`src/rtl/vu_rnum_pipe.sv`:
```
// vu_rnum_pipe: register-number pipeline for one vector unit (RD -> EX -> ACC -> WB).
// Carries destination/load register numbers and write qualifiers down the pipe,
// drives the ACC/WB register-file address controls, and raises RAW hazards in RD.
module vu_rnum_pipe (
  input  logic       clk,
  input  logic       reset_l,
  input  logic       rd_valid,
  input  logic [4:0] rd_vs,
  input  logic [4:0] rd_vt,
  input  logic       rd_uses_vs,
  input  logic       rd_uses_vt,
  input  logic [4:0] rd_vd,
  input  logic       rd_wr_en,
  input  logic       rd_div_type,
  input  logic [2:0] rd_div_elem,
  input  logic       rd_ld,
  input  logic [4:0] rd_ld_rnum,
  input  logic [1:0] rd_ld_bwe,
  input  logic       rd_xpose,
  input  logic       stall,
  input  logic       kill_ex,
  output logic       rd_accept,
  output logic       rd_hazard,
  output logic [4:0] ld_rnum,
  output logic       xpose,
  output logic [4:0] vd,
  output logic       wbv_wr_en,
  output logic [1:0] bwe,
  output logic       wb_div_type,
  output logic [2:0] wb_div_elem
);

  typedef struct packed {
    logic       valid;
    logic [4:0] vd;
    logic       wr_en;
    logic       div_type;
    logic [2:0] div_elem;
    logic       ld;
    logic [4:0] ld_rnum;
    logic [1:0] bwe;
    logic       xpose;
  } stage_t;

  // WB has no consumer for the load register number or transpose flag
  // (those are used at ACC), so they are not carried into the last stage.
  typedef struct packed {
    logic       valid;
    logic [4:0] vd;
    logic       wr_en;
    logic       div_type;
    logic [2:0] div_elem;
    logic       ld;
    logic [1:0] bwe;
  } wb_stage_t;

  stage_t    ex_q, ex_d, acc_q, acc_d, rd_stage;
  wb_stage_t wb_q, wb_d;
  logic      vs_hit, vt_hit;

  // True when an in-flight stage will write register r (datapath or load).
  function automatic logic stage_writes(stage_t s, logic [4:0] r);
    return s.valid & ((s.wr_en & (s.vd == r)) | (s.ld & (s.ld_rnum == r)));
  endfunction

  // RAW hazard against EX and ACC only; WB writes before RD reads the same cycle.
  always_comb begin
    vs_hit    = rd_uses_vs & (stage_writes(ex_q, rd_vs) | stage_writes(acc_q, rd_vs));
    vt_hit    = rd_uses_vt & (stage_writes(ex_q, rd_vt) | stage_writes(acc_q, rd_vt));
    rd_hazard = reset_l & rd_valid & (vs_hit | vt_hit);
    rd_accept = reset_l & rd_valid & ~rd_hazard & ~stall;
  end

  // Pack the RD fields into a stage record; valid reflects acceptance.
  always_comb begin
    rd_stage          = '0;
    rd_stage.valid    = rd_accept;
    rd_stage.vd       = rd_vd;
    rd_stage.wr_en    = rd_wr_en;
    rd_stage.div_type = rd_div_type;
    rd_stage.div_elem = rd_div_elem;
    rd_stage.ld       = rd_ld;
    rd_stage.ld_rnum  = rd_ld_rnum;
    rd_stage.bwe      = rd_ld_bwe;
    rd_stage.xpose    = rd_xpose;
  end

  // Next-state: hold on stall, otherwise shift; a kill always drops the EX entry.
  always_comb begin
    ex_d  = ex_q;
    acc_d = acc_q;
    wb_d  = wb_q;
    if (stall) begin
      ex_d.valid = ex_q.valid & ~kill_ex;
    end else begin
      wb_d.valid    = acc_q.valid;
      wb_d.vd       = acc_q.vd;
      wb_d.wr_en    = acc_q.wr_en;
      wb_d.div_type = acc_q.div_type;
      wb_d.div_elem = acc_q.div_elem;
      wb_d.ld       = acc_q.ld;
      wb_d.bwe      = acc_q.bwe;
      acc_d         = ex_q;
      acc_d.valid   = ex_q.valid & ~kill_ex;
      ex_d          = rd_stage;
    end
  end

  // Stage registers with synchronous active-low reset that discards everything in flight.
  always_ff @(posedge clk) begin
    if (!reset_l) begin
      ex_q  <= '0;
      acc_q <= '0;
      wb_q  <= '0;
    end else begin
      ex_q  <= ex_d;
      acc_q <= acc_d;
      wb_q  <= wb_d;
    end
  end

  // Output gating: every field reads as zero when its stage is empty.
  always_comb begin
    ld_rnum     = (acc_q.valid & acc_q.ld) ? acc_q.ld_rnum : 5'd0;
    xpose       = acc_q.valid & acc_q.ld & acc_q.xpose;
    vd          = wb_q.valid ? wb_q.vd : 5'd0;
    wbv_wr_en   = wb_q.valid & wb_q.wr_en;
    bwe         = (wb_q.valid & wb_q.ld) ? wb_q.bwe : 2'b00;
    wb_div_type = wb_q.valid & wb_q.div_type;
    wb_div_elem = wb_q.valid ? wb_q.div_elem : 3'd0;
  end

endmodule

```
`config.mk`:
```
export PLATFORM = sky130hd
export DESIGN_NAME = vu_rnum_pipe
export DESIGN_NICKNAME = d
export VERILOG_FILES = /design/src/rtl/vu_rnum_pipe.sv
export SDC_FILE = /design/constraint.sdc
export NUM_CORES = 1
export LEC_CHECK = 0
export BUFFER_PORTS_ARGS = -buffer_cell sky130_fd_sc_hd__buf_2
export CORE_MARGIN = 2
export CORE_UTILIZATION = 54
export DETAILED_ROUTE_END_ITERATION = 8
export PLACE_DENSITY_LB_ADDON = 0.25
export SLEW_MARGIN = 20
export SYNTH_ARGS = -nofsm -noshare
export SYNTH_HDL_FRONTEND = slang
export SYNTH_SLANG_ARGS = --single-unit
```
`constraint.sdc`:
```
create_clock -name clk -period 4.3 [get_ports clk]
set_input_delay 0.645 -clock clk [delete_from_list [all_inputs] [get_ports clk]]
set_output_delay 0.645 -clock clk [all_outputs]
set_load 0.05 [all_outputs]
```
==> results.sh, run 1 <==
export IMPL_grt_pass1_vias=1794
export IMPL_worstHoldPathType="flop to flop"
export IMPL_ios=56
export IMPL_cts_htree_levels=2
export IMPL_worstSetupPathType="primary input to output port"
export IMPL_synthCells=272
export IMPL_p_leak_nw=1.30
export IMPL_rows=25
export IMPL_syn_area_per_cell_um2=9.93
export IMPL_endpoint_kind="output port"
export IMPL_cts_root_buf="clkbuf_8"
export IMPL_drv_cap=0
export IMPL_rsz0062_at_grt="false"
export IMPL_drc_errors=0
export IMPL_post_place_ws_ns=1.59
export IMPL_path_delay_family="compound AO/OA/AOI/OAI gates"
export IMPL_maxSlewViolCount=0
export IMPL_cts_setup_buffers=0
export IMPL_drt_total_wl_um=5190
export IMPL_worstMarginPinSlew_ns=0.683
export IMPL_crit_buf_inv=2
export IMPL_drt_pass1_iterations=5
export IMPL_final_area_um2=3050
export IMPL_relSlewSlack=0.545
export IMPL_setup_viol=0
export IMPL_antenna_found_initial=0
export IMPL_dp_hpwl_um=3620
export IMPL_ys_seq_elements=54
export IMPL_irDropWorstVdd_uv=253
export IMPL_drive_gt1_frac=0.208
export IMPL_num_vias=1919
export IMPL_power_density_nw_per_um2=315
export IMPL_vias_per_cell=5.06
export IMPL_worstPathCellList="buf_2 -> xnor2_1 -> nand4_1 -> o22ai_1 -> a22o_1 -> a22o_1 -> nor3_1 -> buf_2"
export IMPL_syn_num_nets=308
export IMPL_ant_nets=0
export IMPL_layout_setup_ws_ns=1.59
export IMPL_cp_arrival_ns=2.06
export IMPL_ctsHoldBuffers=0
export IMPL_cts_path_max_buffers=2
export IMPL_cp_max_fo=4
export IMPL_port_buffers=55
export IMPL_cp_start_kind="primary input"
export IMPL_cts_buffers_inserted=5
export IMPL_yosys_warnings=0
export IMPL_hold_viol_final=0
export IMPL_fmax_ghz=0.370
export IMPL_start_util=0.564
export IMPL_outcome="complete, no violations"
export IMPL_dr_wl_met3_um=250
export IMPL_routedWlPerCell_um=13.7
export IMPL_cts_tree="yes"
export IMPL_timing_hold_ws_ns=0.515
export IMPL_fp_dieH_um=74.7
export IMPL_num_fill_cells=428
export IMPL_drtIter0Drc=106
export IMPL_grt_max_degree=56
export IMPL_gr_total_overflow=0
export IMPL_yosysSeqAreaShare=0.400
export IMPL_setup_tns_ns=0
export IMPL_cpPeakStageDelay_ns=0.28
export IMPL_post_cts_resize_count=0
export IMPL_grt_total_usage=0.199
export IMPL_fin_crit_sh=0.629
export IMPL_clock_latency_ns=0.31
export IMPL_final_util=0.636
export IMPL_core_area_um2=4790
export IMPL_cpMaxStageDelayCell="buf_2"
export IMPL_synth_area_um2=2700
export IMPL_required_ns=3.65
export IMPL_gp_congestion=0.913
export IMPL_die_x_um=74.7
export IMPL_dpl_instance_area_um2=2950
export IMPL_clock_sinks=54
export IMPL_fin_crit_ns=2.71
export IMPL_route_met2_wl_um=2440
export IMPL_dieArea_um2=5580
export IMPL_top_layer_used="met4"
export IMPL_ys_types=19
export IMPL_area_growth_pct=12.8
export IMPL_num_antenna_cells=0
export IMPL_skew_ns=0.00448
export IMPL_final_nets=347
export IMPL_clk_pin_slew_ns=0.09
export IMPL_grt_pass1_wl_um=8560
export IMPL_met1_length_um=2460
registers in the layout, summed over array words and instances, names as in the netlist:
| signal | cells |
|---|---|
| wb_q | 14 |
| ex_q | 20 |
| acc_q | 20 |
kinds of logic (layout without fill, tap and decap cells):
logic type	after synthesis	after routing	share of synthesized area
multiplexers	52	52	0.193
flip-flops	54	54	0.400
AO/OA/AOI/OAI	9	9	0.0255
buffers and inverters	25	65	0.0459
XOR/XNOR	40	40	0.130
AND/OR/NAND/NOR	92	92	0.206
power by group:
group	switching [W]	leakage [nW]	total, W	internal (W)
clock network	0.000162	0.0489	0.000296	0.000133
registers	0.0000206	0.441	0.000540	0.000519
logic	0.0000561	0.806	0.000124	0.0000680
total	0.000239	1.30	0.000960	0.000721
per-layer routing:
metal | vias up | track usage
met4 | 0 | 0.0556
met1 | 895 | 0.261
met3 | 4 | 0.0509
li1 | 973 | -
met2 | 47 | 0.328
met5 | - | 0
cells in the mapped netlist, drive strengths merged:
cell type / number / area (µm²)
xnor2: 40 / 350
o31ai: 1 / 12.5
clkbuf: 14 / 58.8
buf: 11 / 65.1
a21oi: 1 / 5.00
nor2b: 54 / 338
and2: 10 / 62.6
nor3: 1 / 5.00
a22o: 3 / 26.3
nand2: 9 / 33.8
nand4b: 1 / 8.76
dfxtp: 54 / 1080
and3: 8 / 50.1
mux2i: 52 / 521
nand4: 8 / 50.1
o22ai: 4 / 25.0
nor3b: 1 / 7.51
through the flow:
step	power, W	instances
2_1_floorplan	0.000647	272
3_3_place_gp	0.000673	371
3_5_place_dp	0.000676	371
4_1_cts	0.000968	379
5_1_grt	0.000998	379
6_report	0.000960	379
worst reg2reg max path, cell delays in order, from the launching register on:
cell     delay, ns
dfxtp_1       0.44
xnor2_1       0.11
nand4_1       0.10
o22ai_1       0.09
a22o_1        0.24
a22o_1        0.26
o31ai_2       0.22
area by class of cell:
class	instances	area, µm²	area share
clock inverters	1	8.76	0.00288
well taps	67	83.8	0.0275
clock buffers	7	86.3	0.0283
flip-flops and latches	54	1080	0.355
multi-input cells	193	1500	0.491
repair buffers	57	290	0.0953
worst paths after layout:
check | slack [ns] | to | cells past startpoint | start
worst max-delay path | 1.59 | rd_accept | 8 | rd_vs[0]
worst min-delay path | 0.51 | wb_q[3] | 2 | acc_q[9]
worst max register to register | 2.76 | ex_q[19] | 6 | acc_q[4]
worst min register to register | 0.51 | wb_q[3] | 2 | acc_q[9]
cell usage in the layout, fill, tap and decap left out, types with 2 or more instances in the layout:
cell type,n
a22o_1,3
nand4_1,8
mux2i_1,52
xnor2_1,40
nor2b_1,54
dfxtp_1,54
buf_2,55
clkbuf_8,6
and2_1,10
o22ai_1,4
and3_1,8
nand2_1,9
buf_4,2
Note: power is estimated with default switching activity, not from simulation.
==> run 2: changes to the inputs <==
--- a/config.mk
+++ b/config.mk
@@ -5,9 +5,10 @@
 export SDC_FILE = /design/constraint.sdc
 export NUM_CORES = 1
 export LEC_CHECK = 0
+export ABC_AREA = 1
 export BUFFER_PORTS_ARGS = -buffer_cell sky130_fd_sc_hd__buf_2
 export CORE_MARGIN = 2
-export CORE_UTILIZATION = 54
+export CORE_UTILIZATION = 49
 export DETAILED_ROUTE_END_ITERATION = 8
 export PLACE_DENSITY_LB_ADDON = 0.25
 export SLEW_MARGIN = 20
==> constraint.sdc (replaced) <==
create_clock -name clk -period 2.3 [get_ports clk]
set_input_delay 0.345 -clock clk [delete_from_list [all_inputs] [get_ports clk]]
set_output_delay 0.345 -clock clk [all_outputs]
set_load 0.05 [all_outputs]
==> run 2 against run 1 <==
Register-to-register slack got worse by 1.8 ns; core utilization decreased by 3.9 points; final area increased by 2.0%; flip-flop and latch count unchanged; sequential power increased by 94%; total power increased by 110%; critical endpoint unchanged; largest power group unchanged.
==> results.sh, run 2 <==
export IMPL_outcome="complete, no violations"
export IMPL_reg_top3="acc_q x20, ex_q x20, wb_q x14"
export IMPL_post_place_ws_ns=0.369
export IMPL_required_ns=1.96
export IMPL_num_fill_cells=561
export IMPL_irDropWorstVdd_uv=416
export IMPL_port_buffers=55
export IMPL_synthMostInstantiatedCell="nand2_1"
export IMPL_routedWlPerCell_um=12.3
export IMPL_worstHoldPathType="primary input to flop"
export IMPL_syn_area_per_cell_um2=6.19
export IMPL_cts_tree="yes"
export IMPL_ios=56
export IMPL_yosys_warnings=0
export IMPL_r2r_cells=11
export IMPL_synth_async_sr_flop_share=0
export IMPL_yosysSeqAreaShare=0.403
export IMPL_setup_viol=0
export IMPL_grt_total_usage=0.239
export IMPL_relSlewSlack=0.607
export IMPL_cts_root_buf="clkbuf_8"
export IMPL_rsz0062_at_grt="false"
export IMPL_die_x_um=78.0
export IMPL_syn_num_nets=469
export IMPL_synth_common_cells="120 x nand2_1, 94 x nor2_1, 56 x o21ai_0"
export IMPL_dieArea_um2=6080
export IMPL_fp_dieH_um=78.0
export IMPL_antenna_found_initial=0
export IMPL_cts_setup_buffers=0
export IMPL_power_density_nw_per_um2=652
export IMPL_synth_area_um2=2680
export IMPL_fin_crit_ns=2.13
export IMPL_final_common_cell="nand2_1"
export IMPL_p_leak_nw=1.62
export IMPL_yosysTopAreaCell="dfxtp_1"
export IMPL_synth_edf_count=0
export IMPL_vias_per_cell=4.89
export IMPL_grt_max_degree=55
export IMPL_worstMarginPinSlew_ns=0.589
export IMPL_cts_htree_levels=2
export IMPL_final_util=0.597
export IMPL_drive_gt1_frac=0.183
export IMPL_hold_viol_final=0
export IMPL_synthTopCellsByArea="dfxtp_1 40%, nand2_1 17%, nor2_1 13%"
export IMPL_gp_congestion=0.963
export IMPL_start_util=0.515
export IMPL_synthCells=433
export IMPL_yosysTopAreaCellShare=0.403
export IMPL_dp_hpwl_um=5010
export IMPL_grt_pass1_wl_um=11500
export IMPL_num_vias=2694
export IMPL_drtIter0Drc=188
export IMPL_clock_latency_ns=0.32
export IMPL_setup_tns_ns=0
export IMPL_cp_arrival_ns=1.78
export IMPL_clock_sinks=54
export IMPL_cts_buffers_inserted=5
export IMPL_rows=26
export IMPL_maxSlewViolCount=0
export IMPL_gr_total_overflow=0
export IMPL_mostFrequentLayoutCells="120 x nand2_1, 94 x nor2_1, 56 x o21ai_0, 53 x dfxtp_1, 53 x buf_2"
export IMPL_ys_seq_elements=54
export IMPL_ant_nets=0
export IMPL_clk_pin_slew_ns=0.11
export IMPL_total_power_w=0.00203
export IMPL_grt_pass1_vias=2423
export IMPL_cp_start_kind="flop"
export IMPL_ys_types=20
export IMPL_drt_pass1_iterations=4
export IMPL_cp_max_fo=4
export IMPL_fin_crit_sh=0.926
export IMPL_drc_errors=0
export IMPL_num_antenna_cells=0
export IMPL_skew_ns=0.00638
export IMPL_synth_flop_cell="dfxtp_1"
export IMPL_timing_hold_ws_ns=0.261
export IMPL_final_nets=516
export IMPL_layout_setup_ws_ns=0.170
export IMPL_cts_path_max_buffers=2
export IMPL_core_area_um2=5200
export IMPL_worstSetupPathType="flop to output port"
export IMPL_drv_cap=0
export IMPL_area_growth_pct=15.9
export IMPL_drt_total_wl_um=6760
export IMPL_fmax_ghz=0.470
export IMPL_hold_depth=3
export IMPL_endpoint_kind="output port"
## run 2: layout make-up
class | instances | area (µm²) | area share
Tap cell | 70 | 87.6 | 0.0282
Clock inverter | 3 | 48.8 | 0.0157
Inverter | 43 | 161 | 0.0520
Timing Repair Buffer | 59 | 310 | 0.0999
Multi-Input combinational cell | 317 | 1350 | 0.434
Sequential cell | 54 | 1080 | 0.348
Clock buffer | 5 | 68.8 | 0.0222
## run 2: cells by family after synthesis
kind of cell | count (synthesis) | synth area share
AO/OA/AOI/OAI | 87 | 0.167
flip-flops | 54 | 0.403
buffers and inverters | 62 | 0.0938
AND/OR/NAND/NOR | 230 | 0.336
## run 2: metal layers
metal / track usage / vias up / routed length [µm]
li1: - / 1439 / -
met1: 0.346 / 1181 / 3360
met2: 0.366 / 66 / 2980
met3: 0.0384 / 8 / 306
met4: 0.0737 / 0 / 104
met5: 0 / - / 0
## run 2: path summary, 6_finish.rpt
path / from / endpoint / slack [ns]
setup reg to reg: acc_q[16] / ex_q[19] / 0.93
hold / removal: rd_xpose / ex_q[0] / 0.26
hold reg to reg: acc_q[0] / acc_q[0] / 0.47
setup / recovery: acc_q[16] / rd_accept / 0.17
## run 2: per-stage QoR
| step | cells | instance area [µm²] |
|---|---|---|
| floorplan | 433 | 2680 |
| global placement | 543 | 2980 |
| detailed placement | 543 | 2980 |
| CTS | 551 | 3100 |
| global route | 551 | 3110 |
| finish | 551 | 3110 |
## run 2: critical path, cell delays in order, from the launching register on
cell	delay (ns)
dfxtp_1	0.36
inv_1	0.11
nand2_1	0.08
nand2_1	0.05
nor2_1	0.14
nand3_1	0.08
nand2_1	0.07
nand2_1	0.05
nand2_1	0.10
nand2_2	0.08
nand3_2	0.10
inv_1	0.04
clkbuf_4	0.20
## run 2: timing repair
item	CTS	global route
hold buffers	0	0
setup endpoints to repair	0	2
resized for setup	0	4
## run 2: report_power, final
group          total [W]  switching, W  leakage (nW)  internal (W)
Clock           0.000669      0.000337        0.0563      0.000332
Sequential       0.00105     0.0000487         0.448      0.000997
Combinational   0.000310      0.000202          1.12      0.000109
Total            0.00203      0.000588          1.62       0.00144
